**src/rtl/aes_trace_sequencer.sv**
```systemverilog
// -----------------------------------------------------------------------------
// aes_trace_sequencer
//
// Stimulus engine for AES side-channel capture campaigns. After an accepted
// cfg_go it runs cfg_num encryptions back to back on an external AES core.
// Each trace uses either the fixed plaintext or the current value of a
// 128-bit Galois LFSR. The class of each trace is picked by cfg_mode:
// fixed, random, alternating, or chosen by the LFSR MSB. Every start pulse
// comes with a scope trigger. After each trace there is a quiet gap, and a
// core that never answers is aborted after a timeout.
//
// Ports
//   clk, rst_n           clock (rising edge), asynchronous active-low reset
//   cfg_go / cfg_stop    start a campaign (IDLE only) / stop after current trace
//   cfg_mode             0 fixed, 1 random, 2 alternating F/R, 3 LFSR-chosen F/R
//   cfg_num              number of traces, latched with cfg_go
//   cfg_key/cfg_fixed_pt key and fixed plaintext, latched with cfg_go
//   core_start           1-cycle start pulse to the AES core
//   core_key/plaintext   operands to the core, stable from start until done
//   core_done            core completion; the first high cycle in WAIT counts
//   core_ciphertext      core result, sampled with core_done
//   trig                 scope trigger, coincident with core_start
//   busy                 high whenever the sequencer is not idle
//   res_valid            1-cycle strobe qualifying res_ct/res_pt/res_class
//   trace_cnt            traces completed in the current campaign
//   done                 1-cycle pulse at the end of a campaign
//   err_timeout          sticky core-timeout flag, cleared by the next cfg_go
//   dbg_state_o          current FSM state (0 IDLE, 1 LOAD, 2 WAIT, 3 GAP)
//
// Handshake: core_start is a single-cycle request. The core answers with
// core_done, either as a level or as a pulse. Only the first high cycle
// seen in WAIT is consumed, and core_done is ignored in every other state.
// res_valid and done are single-cycle strobes with no back-pressure.
// -----------------------------------------------------------------------------
module aes_trace_sequencer #(
    parameter int unsigned  CNT_W      = 16,
    parameter int unsigned  GAP_CYCLES = 8,
    parameter int unsigned  TIMEOUT    = 64,
    parameter logic [127:0] LFSR_SEED  = 128'h1
) (
    input  logic             clk,
    input  logic             rst_n,
    input  logic             cfg_go,
    input  logic             cfg_stop,
    input  logic [1:0]       cfg_mode,
    input  logic [CNT_W-1:0] cfg_num,
    input  logic [127:0]     cfg_key,
    input  logic [127:0]     cfg_fixed_pt,
    output logic             core_start,
    output logic [127:0]     core_key,
    output logic [127:0]     core_plaintext,
    input  logic             core_done,
    input  logic [127:0]     core_ciphertext,
    output logic             trig,
    output logic             busy,
    output logic             res_valid,
    output logic [127:0]     res_ct,
    output logic [127:0]     res_pt,
    output logic             res_class,
    output logic [CNT_W-1:0] trace_cnt,
    output logic             done,
    output logic             err_timeout,
    output logic [1:0]       dbg_state_o
);

    localparam int unsigned TO_W  = $clog2(TIMEOUT + 1);
    localparam int unsigned GAP_W = $clog2(GAP_CYCLES + 2);
    localparam logic [TO_W-1:0]  TO_LAST  = TO_W'(TIMEOUT - 1);
    localparam logic [GAP_W-1:0] GAP_LAST = GAP_W'((GAP_CYCLES == 0) ? 0 : GAP_CYCLES - 1);
    // An all-zero seed would lock the LFSR at zero forever.
    localparam logic [127:0] SEED_EFF  = (LFSR_SEED == '0) ? 128'h1 : LFSR_SEED;
    // x^128 + x^7 + x^2 + x + 1, low-order taps.
    localparam logic [127:0] LFSR_POLY = 128'h87;

    typedef enum logic [1:0] {
        S_IDLE = 2'd0,
        S_LOAD = 2'd1,
        S_WAIT = 2'd2,
        S_GAP  = 2'd3
    } state_t;

    state_t             state_q, state_d;
    logic [1:0]         mode_q, mode_d;
    logic [CNT_W-1:0]   num_q, num_d;
    logic [127:0]       key_q, key_d;
    logic [127:0]       fpt_q, fpt_d;
    logic [127:0]       pt_q, pt_d;
    logic               class_q, class_d;
    logic [127:0]       lfsr_q, lfsr_d;
    logic [CNT_W-1:0]   trace_cnt_q, trace_cnt_d;
    logic [TO_W-1:0]    wait_cnt_q, wait_cnt_d;
    logic [GAP_W-1:0]   gap_cnt_q, gap_cnt_d;
    logic               stop_req_q, stop_req_d;
    logic               res_valid_q, res_valid_d;
    logic [127:0]       res_ct_q, res_ct_d;
    logic [127:0]       res_pt_q, res_pt_d;
    logic               res_class_q, res_class_d;
    logic               done_q, done_d;
    logic               err_q, err_d;

    logic               go_acc;
    logic               num_zero;
    logic               trace_hit;
    logic               wait_to;
    logic               last_trace;
    logic [CNT_W-1:0]   cnt_inc;
    logic [127:0]       lfsr_step;
    logic               sel_class;

    assign go_acc     = (state_q == S_IDLE) && cfg_go;
    assign num_zero   = (cfg_num == '0);
    assign trace_hit  = (state_q == S_WAIT) && core_done;
    assign wait_to    = (state_q == S_WAIT) && !core_done && (wait_cnt_q == TO_LAST);
    assign cnt_inc    = trace_cnt_q + 1'b1;
    // A stop arriving in the same cycle as core_done still ends the campaign
    // after this trace, so the raw request is OR-ed in.
    assign last_trace = (cnt_inc == num_q) || stop_req_q || cfg_stop;
    assign lfsr_step  = {lfsr_q[126:0], 1'b0} ^ (lfsr_q[127] ? LFSR_POLY : '0);

    // ---------------------------------------------------------------- state reg
    always_ff @(posedge clk or negedge rst_n) begin
        if (!rst_n) begin
            state_q <= S_IDLE;
        end else begin
            state_q <= state_d;
        end
    end

    // ---------------------------------------------------------------- next state
    always_comb begin
        state_d = state_q;
        unique case (state_q)
            S_IDLE: begin
                if (go_acc && !num_zero) state_d = S_LOAD;
            end
            S_LOAD: state_d = S_WAIT;
            S_WAIT: begin
                if (core_done) begin
                    if (last_trace)            state_d = S_IDLE;
                    else if (GAP_CYCLES == 0)  state_d = S_LOAD;
                    else                       state_d = S_GAP;
                end else if (wait_cnt_q == TO_LAST) begin
                    state_d = S_IDLE;
                end
            end
            S_GAP: begin
                if (gap_cnt_q == GAP_LAST) state_d = S_LOAD;
            end
            default: state_d = S_IDLE;
        endcase
    end

    // ---------------------------------------------------------------- outputs
    // These are decoded straight from the state register. An asynchronous
    // reset therefore drops them immediately.
    always_comb begin
        core_start  = (state_q == S_LOAD);
        trig        = (state_q == S_LOAD);
        busy        = (state_q != S_IDLE);
        dbg_state_o = state_q;
    end

    // ---------------------------------------------------------------- datapath
    always_comb begin
        mode_d      = mode_q;
        num_d       = num_q;
        key_d       = key_q;
        fpt_d       = fpt_q;
        pt_d        = pt_q;
        class_d     = class_q;
        lfsr_d      = lfsr_q;
        trace_cnt_d = trace_cnt_q;
        stop_req_d  = stop_req_q;
        err_d       = err_q;
        res_valid_d = 1'b0;
        res_ct_d    = res_ct_q;
        res_pt_d    = res_pt_q;
        res_class_d = res_class_q;
        done_d      = 1'b0;
        sel_class   = 1'b0;

        if (go_acc) begin
            mode_d      = cfg_mode;
            num_d       = cfg_num;
            key_d       = cfg_key;
            fpt_d       = cfg_fixed_pt;
            trace_cnt_d = '0;
            stop_req_d  = 1'b0;
            err_d       = 1'b0;
            done_d      = num_zero;
        end else if ((state_q != S_IDLE) && cfg_stop) begin
            stop_req_d  = 1'b1;
        end

        if (trace_hit) begin
            res_valid_d = 1'b1;
            res_ct_d    = core_ciphertext;
            res_pt_d    = pt_q;
            res_class_d = class_q;
            trace_cnt_d = cnt_inc;
            done_d      = last_trace;
        end

        if (wait_to) begin
            err_d  = 1'b1;
            done_d = 1'b1;
        end

        // Both counters restart whenever their state is left, so entry needs no
        // explicit clear.
        wait_cnt_d = (state_q == S_WAIT) ? wait_cnt_q + 1'b1 : '0;
        gap_cnt_d  = (state_q == S_GAP)  ? gap_cnt_q + 1'b1  : '0;

        // The operand is chosen on entry to LOAD, so it is already stable when
        // core_start rises. Mode 2 uses the index of the trace about to run,
        // which is the updated completion count.
        if (state_d == S_LOAD) begin
            unique case (mode_d)
                2'd0:    sel_class = 1'b0;
                2'd1:    sel_class = 1'b1;
                2'd2:    sel_class = trace_cnt_d[0];
                default: sel_class = lfsr_q[127];
            endcase
            class_d = sel_class;
            pt_d    = sel_class ? lfsr_q : fpt_d;
            // The LFSR steps on every LOAD regardless of class, so the random
            // sequence does not depend on the mode.
            lfsr_d  = lfsr_step;
        end
    end

    always_ff @(posedge clk or negedge rst_n) begin
        if (!rst_n) begin
            mode_q      <= '0;
            num_q       <= '0;
            key_q       <= '0;
            fpt_q       <= '0;
            pt_q        <= '0;
            class_q     <= 1'b0;
            lfsr_q      <= SEED_EFF;
            trace_cnt_q <= '0;
            wait_cnt_q  <= '0;
            gap_cnt_q   <= '0;
            stop_req_q  <= 1'b0;
            res_valid_q <= 1'b0;
            res_ct_q    <= '0;
            res_pt_q    <= '0;
            res_class_q <= 1'b0;
            done_q      <= 1'b0;
            err_q       <= 1'b0;
        end else begin
            mode_q      <= mode_d;
            num_q       <= num_d;
            key_q       <= key_d;
            fpt_q       <= fpt_d;
            pt_q        <= pt_d;
            class_q     <= class_d;
            lfsr_q      <= lfsr_d;
            trace_cnt_q <= trace_cnt_d;
            wait_cnt_q  <= wait_cnt_d;
            gap_cnt_q   <= gap_cnt_d;
            stop_req_q  <= stop_req_d;
            res_valid_q <= res_valid_d;
            res_ct_q    <= res_ct_d;
            res_pt_q    <= res_pt_d;
            res_class_q <= res_class_d;
            done_q      <= done_d;
            err_q       <= err_d;
        end
    end

    assign core_key       = key_q;
    assign core_plaintext = pt_q;
    assign res_valid      = res_valid_q;
    assign res_ct         = res_ct_q;
    assign res_pt         = res_pt_q;
    assign res_class      = res_class_q;
    assign trace_cnt      = trace_cnt_q;
    assign done           = done_q;
    assign err_timeout    = err_q;

endmodule

```
**config.mk**
```make
export PLATFORM = sky130hd
export DESIGN_NAME = aes_trace_sequencer
export DESIGN_NICKNAME = d
export VERILOG_FILES = /design/src/rtl/aes_trace_sequencer.sv
export SDC_FILE = /design/constraint.sdc
export NUM_CORES = 1
export LEC_CHECK = 0
export ABC_CLOCK_PERIOD_IN_PS = 2850
export CORE_AREA = 3 3 364 366
export DETAILED_ROUTE_END_ITERATION = 8
export DIE_AREA = 0 0 367 369
export GPL_TIMING_DRIVEN = 0
export HOLD_SLACK_MARGIN = 0.06
export PLACE_DENSITY = 0.56
export SLEW_MARGIN = 15
export SYNTH_ARGS = -nofsm -noshare
export SYNTH_HDL_FRONTEND = slang
export SYNTH_SLANG_ARGS = --single-unit
```
**constraint.sdc**
```tcl
create_clock -name clk -period 2.85 [get_ports clk]
set_clock_uncertainty 0.2 [all_clocks]
set_input_delay 0.4275 -clock clk [delete_from_list [all_inputs] [get_ports clk]]
set_output_delay 0.4275 -clock clk [all_outputs]
set_load 0.02 [all_outputs]
```
==> results.toml, run 1 <==
[floorplan]
dieWidth_um = 367
dieArea_mm2 = 0.1354
core_area_mm2 = 0.1295
ioPinCount = 944
initial_utilization = 0.2503
die_h_um = 369
num_rows = 132

[logic_synthesis]
synth_cell_types = 58
synth_top_family_by_area = "multiplexers"
yosys.area_share.xor_xnor = 0.009033
syn_area_mm2 = 0.03241
synth-edff-count = 0
synth_warnings = 0
syn_avg_cell_area_um2 = 11.83
yosys.area.top_type = "dfrtp_1"
netlist_top_cells_count = "nand2_1 (919), dfrtp_1 (820), mux2_2 (398)"
muxShareOfSynthArea = 0.1789
synth_compound_area_frac = 0.03235
synth_most_common_cell = "nand2_1"
synth_top_area_frac = 0.6331
synth-simple-area-share = 0.1192
yosys-top-cells-area = "dfrtp_1 (63%), mux2_2 (14%), nand2_1 (11%)"
async_reset_ff_frac = 1.000
syn_inst = 2740
synth_flop_cell = "dfrtp_1"
ys_seq_area_frac = 0.6339
synth-seq-cells = 821
synth_nets = 3150
synth_fa_ha_area_frac = 0.001158

[flow_run]
cap_violations = 0

[clock_tree]
root_buffer = "clkbuf_16"
numCtsBuffers = 98
cts.sinks = 821
cts_tree = "yes"
clkLatencyLatePin_ns = 0.71
clk_path_buf_depth = 3
clk_pin_slew_ns = 0.06
htree_levels = 3

[timing]
tightest_slew_ns = 0.9456
drv_slew = 0
fmax_ghz = 0.3629
min_period_ns = 2.756
finalSetupTns_ns = 0
finalSetupViolations = 0
finalCritPeriodShare = 0.9669
worst_slack_ns = 0.09440
slew_headroom = 0.3696
hold_violations = 0

[layout]
drive_gt1_frac = 0.1712
area_delta_synth_final_pct = 51.39
nets = 4323
postLayoutCellArea_mm2 = 0.04907

[global_routing]
grt_max_degree = 137
grt_first_pass_wirelength_mm = 185.6
grtUsageTotal = 0.1849
antenna_found_initial = 27
overflow = 0
grt_pass1_vias = 26220

[place]
place_area_mm2 = 0.04421
io_buffers = 943
dp_hpwl_mm = 96.37
place_ws_ns = -1.842
gp_congestion = 0.8645

[pwr]
p_leak_uw = 0.02204
ir_drop_v = 0.0006852
powerDensity_mw_per_mm2 = 1185

[setup_path]
setup.worst_path.start_class = "register"
crit_path_end_kind = "register"
worstPathMaxFanout = 11
critical_path_class = "register to register"
crit_arrival_ns = 3.20
required_ns = 3.29

[outcome]
status = "completed"

[routing]
drtIter0Drc = 1475
drtAntennaViolNets = 0
drt_first_pass_iters = 8
vias = 25020
drcViolationCount = 0
wl_mm = 127.7
vias_per_cell = 4.355
wl_per_cell_um = 22.23

[hold_path]
hold_class = "input port to register"
what timing repair did:
action / 4_1_cts / 5_1_grt
buffers inserted: 10 / 0
setup endpoints to repair: 566 / 252
cloned: 1 / 0
resized for setup: 56 / 42
hold buffers: 115 / 0
hold endpoints to repair: 425 / 0
pin swaps: 2 / 1
cells by family (layout without fill, tap and decap cells):
family                     count (synthesis)  count (layout)
other                                      0               9
and+or+nand+nor                          990             990
DFF                                      821             821
xor gates and xnor gates                  30              30
buffers and inverters                    174            1429
AOI/OAI and AO/OA                        193             193
adders and majority gates                  3               3
muxes                                    529             529
stage by stage:
step	hold WS, ns	power, uW	utilization	instances
finish	0.1183	58150	0.3789	5746
global route	0.07962	61420	0.3788	5740
CTS	0.06029	58860	0.3782	5738
detailed placement	0.1562	44940	0.3414	5431
global placement	0.2422	44790	0.3400	5425
floorplan	-0.06809	32060	-	2740
worst max-delay path, cell delays in order (launching register included):
cell	delay [ns]
dfrtp_2	0.43
nand2b_1	0.14
buf_4	0.17
inv_4	0.08
nand2_4	0.09
clkinv_4	0.13
buf_2	0.54
clkbuf_1	0.53
nand2_1	0.21
nand2_1	0.10
per-layer routing:
layer | up-vias | GRT usage | share of wire
met5 | - | 0 | 0.0019
met4 | 34 | 0.05256 | 0.029
met3 | 195 | 0.05811 | 0.070
met2 | 751 | 0.3093 | 0.48
met1 | 12600 | 0.2291 | 0.41
li1 | 11450 | - | -
layout make-up:
class	count	area, um^2
tap	1742	2180
antenna	9	22.52
clock buffer	149	2864
timing repair buffer	1075	10880
sequential	821	20550
clock inverter	33	498.0
multi-input combinational	1745	11090
fill	12760	80420
inverter	13	56.30
buffer	159	922.1
state kept, by name, summed over array words and instances, names as in the netlist, 2 cells and up:
name and count:
res_ct 128, core_plaintext 128, gap_cnt_q 4, mode_q 2
core_key 128, res_pt 128, lfsr_q 128, trace_cnt 16
fpt_q 128, wait_cnt_q 7, dbg_state_o 2, num_q 16
where the power goes:
| group | switching, uW | internal (uW) |
|---|---|---|
| clock | 5340 | 7630 |
| combinational | 14200 | 11900 |
| sequential | 2860 | 16200 |
path summary, 6_finish.rpt:
check / start / end / slack (ns) / cells after the start
hold reg to reg: wait_cnt_q[0]$_DFF_PN0_ / wait_cnt_q[0]$_DFF_PN0_ / 0.25 / 1
min in group asynchronous: rst_n / fpt_q[28]$_DFF_PN0_ / 0.15 / 3
setup reg to reg: dbg_state_o[0]$_DFF_PN0_ / res_pt[53]$_DFFE_PN0P_ / 0.09 / 9
setup / recovery: dbg_state_o[0]$_DFF_PN0_ / res_pt[53]$_DFFE_PN0P_ / 0.09 / 9
max in group asynchronous: rst_n / core_key[38]$_DFFE_PN0P_ / 0.38 / 5
hold / removal: core_ciphertext[93] / res_ct[93]$_DFFE_PN0P_ / 0.12 / 3
layout by cell type (no fill, tap or decap), types with 4 or more instances in the layout:
cell,n
diode_2,9
buf_8,11
nor2_1,19
nor4_1,6
a31oi_1,8
clkbuf_8,23
nand2b_1,5
xor2_1,8
xnor2_1,20
buf_4,18
mux2i_1,125
o21ai_0,44
nand3_1,7
buf_1,10
clkbuf_4,6
clkdlybuf4s50_1,940
dlygate4sd3_1,114
inv_1,11
clkbuf_16,98
a21oi_1,9
mux2_2,398
nand2_1,919
clkbuf_2,27
clkbuf_1,85
buf_16,8
clkinv_2,10
nand4_1,9
clkinv_16,4
o21ai_1,109
dfrtp_1,817
clkinvlp_4,5
nor3_1,4
bufinv_16,7
buf_2,34
Note: power is estimated with default switching activity, not from simulation.
==> run 2, diff against run 1 <==
--- a/config.mk
+++ b/config.mk
@@ -5,7 +5,7 @@
 export SDC_FILE = /design/constraint.sdc
 export NUM_CORES = 1
 export LEC_CHECK = 0
-export ABC_CLOCK_PERIOD_IN_PS = 2850
+export ABC_CLOCK_PERIOD_IN_PS = 3000
 export CORE_AREA = 3 3 364 366
 export DETAILED_ROUTE_END_ITERATION = 8
 export DIE_AREA = 0 0 367 369
==> constraint.sdc (replaced) <==
create_clock -name clk -period 3 [get_ports clk]
set_clock_uncertainty 0.2 [all_clocks]
set_input_delay 0.45 -clock clk [delete_from_list [all_inputs] [get_ports clk]]
set_output_delay 0.45 -clock clk [all_outputs]
set_load 0.02 [all_outputs]
==> results.toml, run 2 (synthesis results as in run 1) <==
[global_routing]
grt_first_pass_wirelength_mm = 184.8
grt_pass1_vias = 26130
use_met1 = 0.2284
antenna_found_initial = 27
gr-max-usage-layer = "met2"
overflow = 0
grt_max_degree = 137
use_met3 = 0.05806
grtUsageTotal = 0.1841
met2_usage = 0.3065

[place]
gp_congestion = 0.8645
io_buffers = 943
place_area_mm2 = 0.04421
dp_hpwl_mm = 96.37
dpl.cell_count = 5431

[timing]
tightest_slew_ns = 0.9019
slew_headroom = 0.3988
fmax_ghz = 0.3477
hold_violations = 0
hold_slack_ns = 0.1323
rsz0062_at_grt = "yes"
drv_slew = 0
min_period_ns = 2.876
finalSetupViolations = 0
finalCritPeriodShare = 0.9588

[routing]
drtIter0Drc = 1511
vias = 25000
wl_per_cell_um = 22.20
drt_first_pass_iters = 5
vias_per_cell = 4.366
drtAntennaViolNets = 0
drcViolationCount = 0
wl_mm = 127.2

[outcome]
status = "completed"

[hold_path]
whs_path_depth = 3
min_to = "res_ct[46]$_DFFE_PN0P_"
hold_class = "input port to register"
holdCritStartpoint = "core_ciphertext[46]"

[pwr]
p_leak_uw = 0.02189
power_uw = 54900
powerDensity_mw_per_mm2 = 1126
ir_drop_v = 0.0006506

[setup_path]
reg2reg_to = "res_pt[53]$_DFFE_PN0P_"
required_ns = 3.44
r2r_cells = 9
worstPathMaxFanout = 11
r2r_slack_ns = 0.12
crit_path_end_kind = "register"
crit_arrival_ns = 3.32
r2r-start = "dbg_state_o[0]$_DFF_PN0_"
critical_path_class = "register to register"
setup.worst_path.start_class = "register"

[clock_tree]
root_buffer = "clkbuf_16"
clk_pin_slew_ns = 0.06
clkLatencyLatePin_ns = 0.71
htree_levels = 3
cts.sinks = 821
clk_path_buf_depth = 3
cts_tree = "yes"
numCtsBuffers = 98

[layout]
fin_cells = 5727
layout_common_cells = "clkdlybuf4s50_1 (942), nand2_1 (919), dfrtp_1 (817)"
postLayoutCellArea_mm2 = 0.04877
nets = 4304
n_fill_cell = 12780
fin_util = 0.3766
final_common_cell = "clkdlybuf4s50_1"
drive_gt1_frac = 0.1678
area_delta_synth_final_pct = 50.47

[floorplan]
num_rows = 132
dieWidth_um = 367
die_h_um = 369
core_area_mm2 = 0.1295
initial_utilization = 0.2503
ioPinCount = 944
dieArea_mm2 = 0.1354

[flow_run]
cap_violations = 0
[run 2: critical path, stage by stage (launching register included)]
cell	delay, ns
dfrtp_2	0.47
nand2b_1	0.16
buf_4	0.17
inv_4	0.07
nand2_4	0.09
clkinv_4	0.13
clkbuf_2	0.58
clkbuf_1	0.54
nand2_1	0.21
nand2_1	0.10
[run 2: through the flow]
step,setup WS (ns),setup TNS [ns]
after detailed placement,-1.715,-452.23
after global placement,-38.39,-
after floorplan,0.4764,0
final,0.1237,0
after CTS,0.01188,0
after global routing,-0.05516,-1.104
[run 2: per-layer routing]
metal,share of wire,wire (um),vias to the layer above
li1,-,-,11420
met5,0.0017,220,-
met3,0.070,8958,197
met4,0.029,3694,32
met2,0.49,61760,709
met1,0.41,52520,12650
[run 2: cell type report]
class / count / area, um^2 / share of cell area
diodes: 9 / 22.52 / 0.0004618
plain buffers: 160 / 842.1 / 0.01727
clock buffers: 149 / 2864 / 0.05873
clock inverters: 33 / 498.0 / 0.01021
inverters: 13 / 56.30 / 0.001154
multi-input cells: 1745 / 11070 / 0.2271
flip-flops and latches: 821 / 20550 / 0.4214
well taps: 1742 / 2180 / 0.04469
repair buffers: 1055 / 10680 / 0.2190
[run 2: how the worst max path moves through the flow]
stage | start | depth (start not counted) | slack (ns) | to
detailed placement | cfg_num[12] | 10 | -1.71 | core_plaintext[31]$_DFFE_PN0N_
finish | dbg_state_o[0]$_DFF_PN0_ | 9 | 0.12 | res_pt[53]$_DFFE_PN0P_
floorplan | dbg_state_o[1]$_DFF_PN0_ | 10 | 0.48 | core_plaintext[100]$_DFFE_PN0N_
global placement | rst_n | 1 | -38.39 | core_key[54]$_DFFE_PN0P_
CTS | dbg_state_o[0]$_DFF_PN0_ | 9 | 0.01 | res_pt[63]$_DFFE_PN0P_
global route | cfg_num[12] | 8 | -0.06 | core_plaintext[98]$_DFFE_PN0N_
[run 2: timing repair]
action	in CTS	in global routing
buffers inserted	0	4
pin swaps	0	2
hold endpoints to repair	412	0
setup endpoints to repair	510	346
gates resized for setup	32	31
hold buffers	102	0
[run 2: report_power, final]
group	internal [uW]	total [uW]	leakage [uW]	switching, uW
combinational	11100	24500	0.00987	13400
clock	7250	12300	0.00162	5070
sequential	15400	18100	0.0104	2750
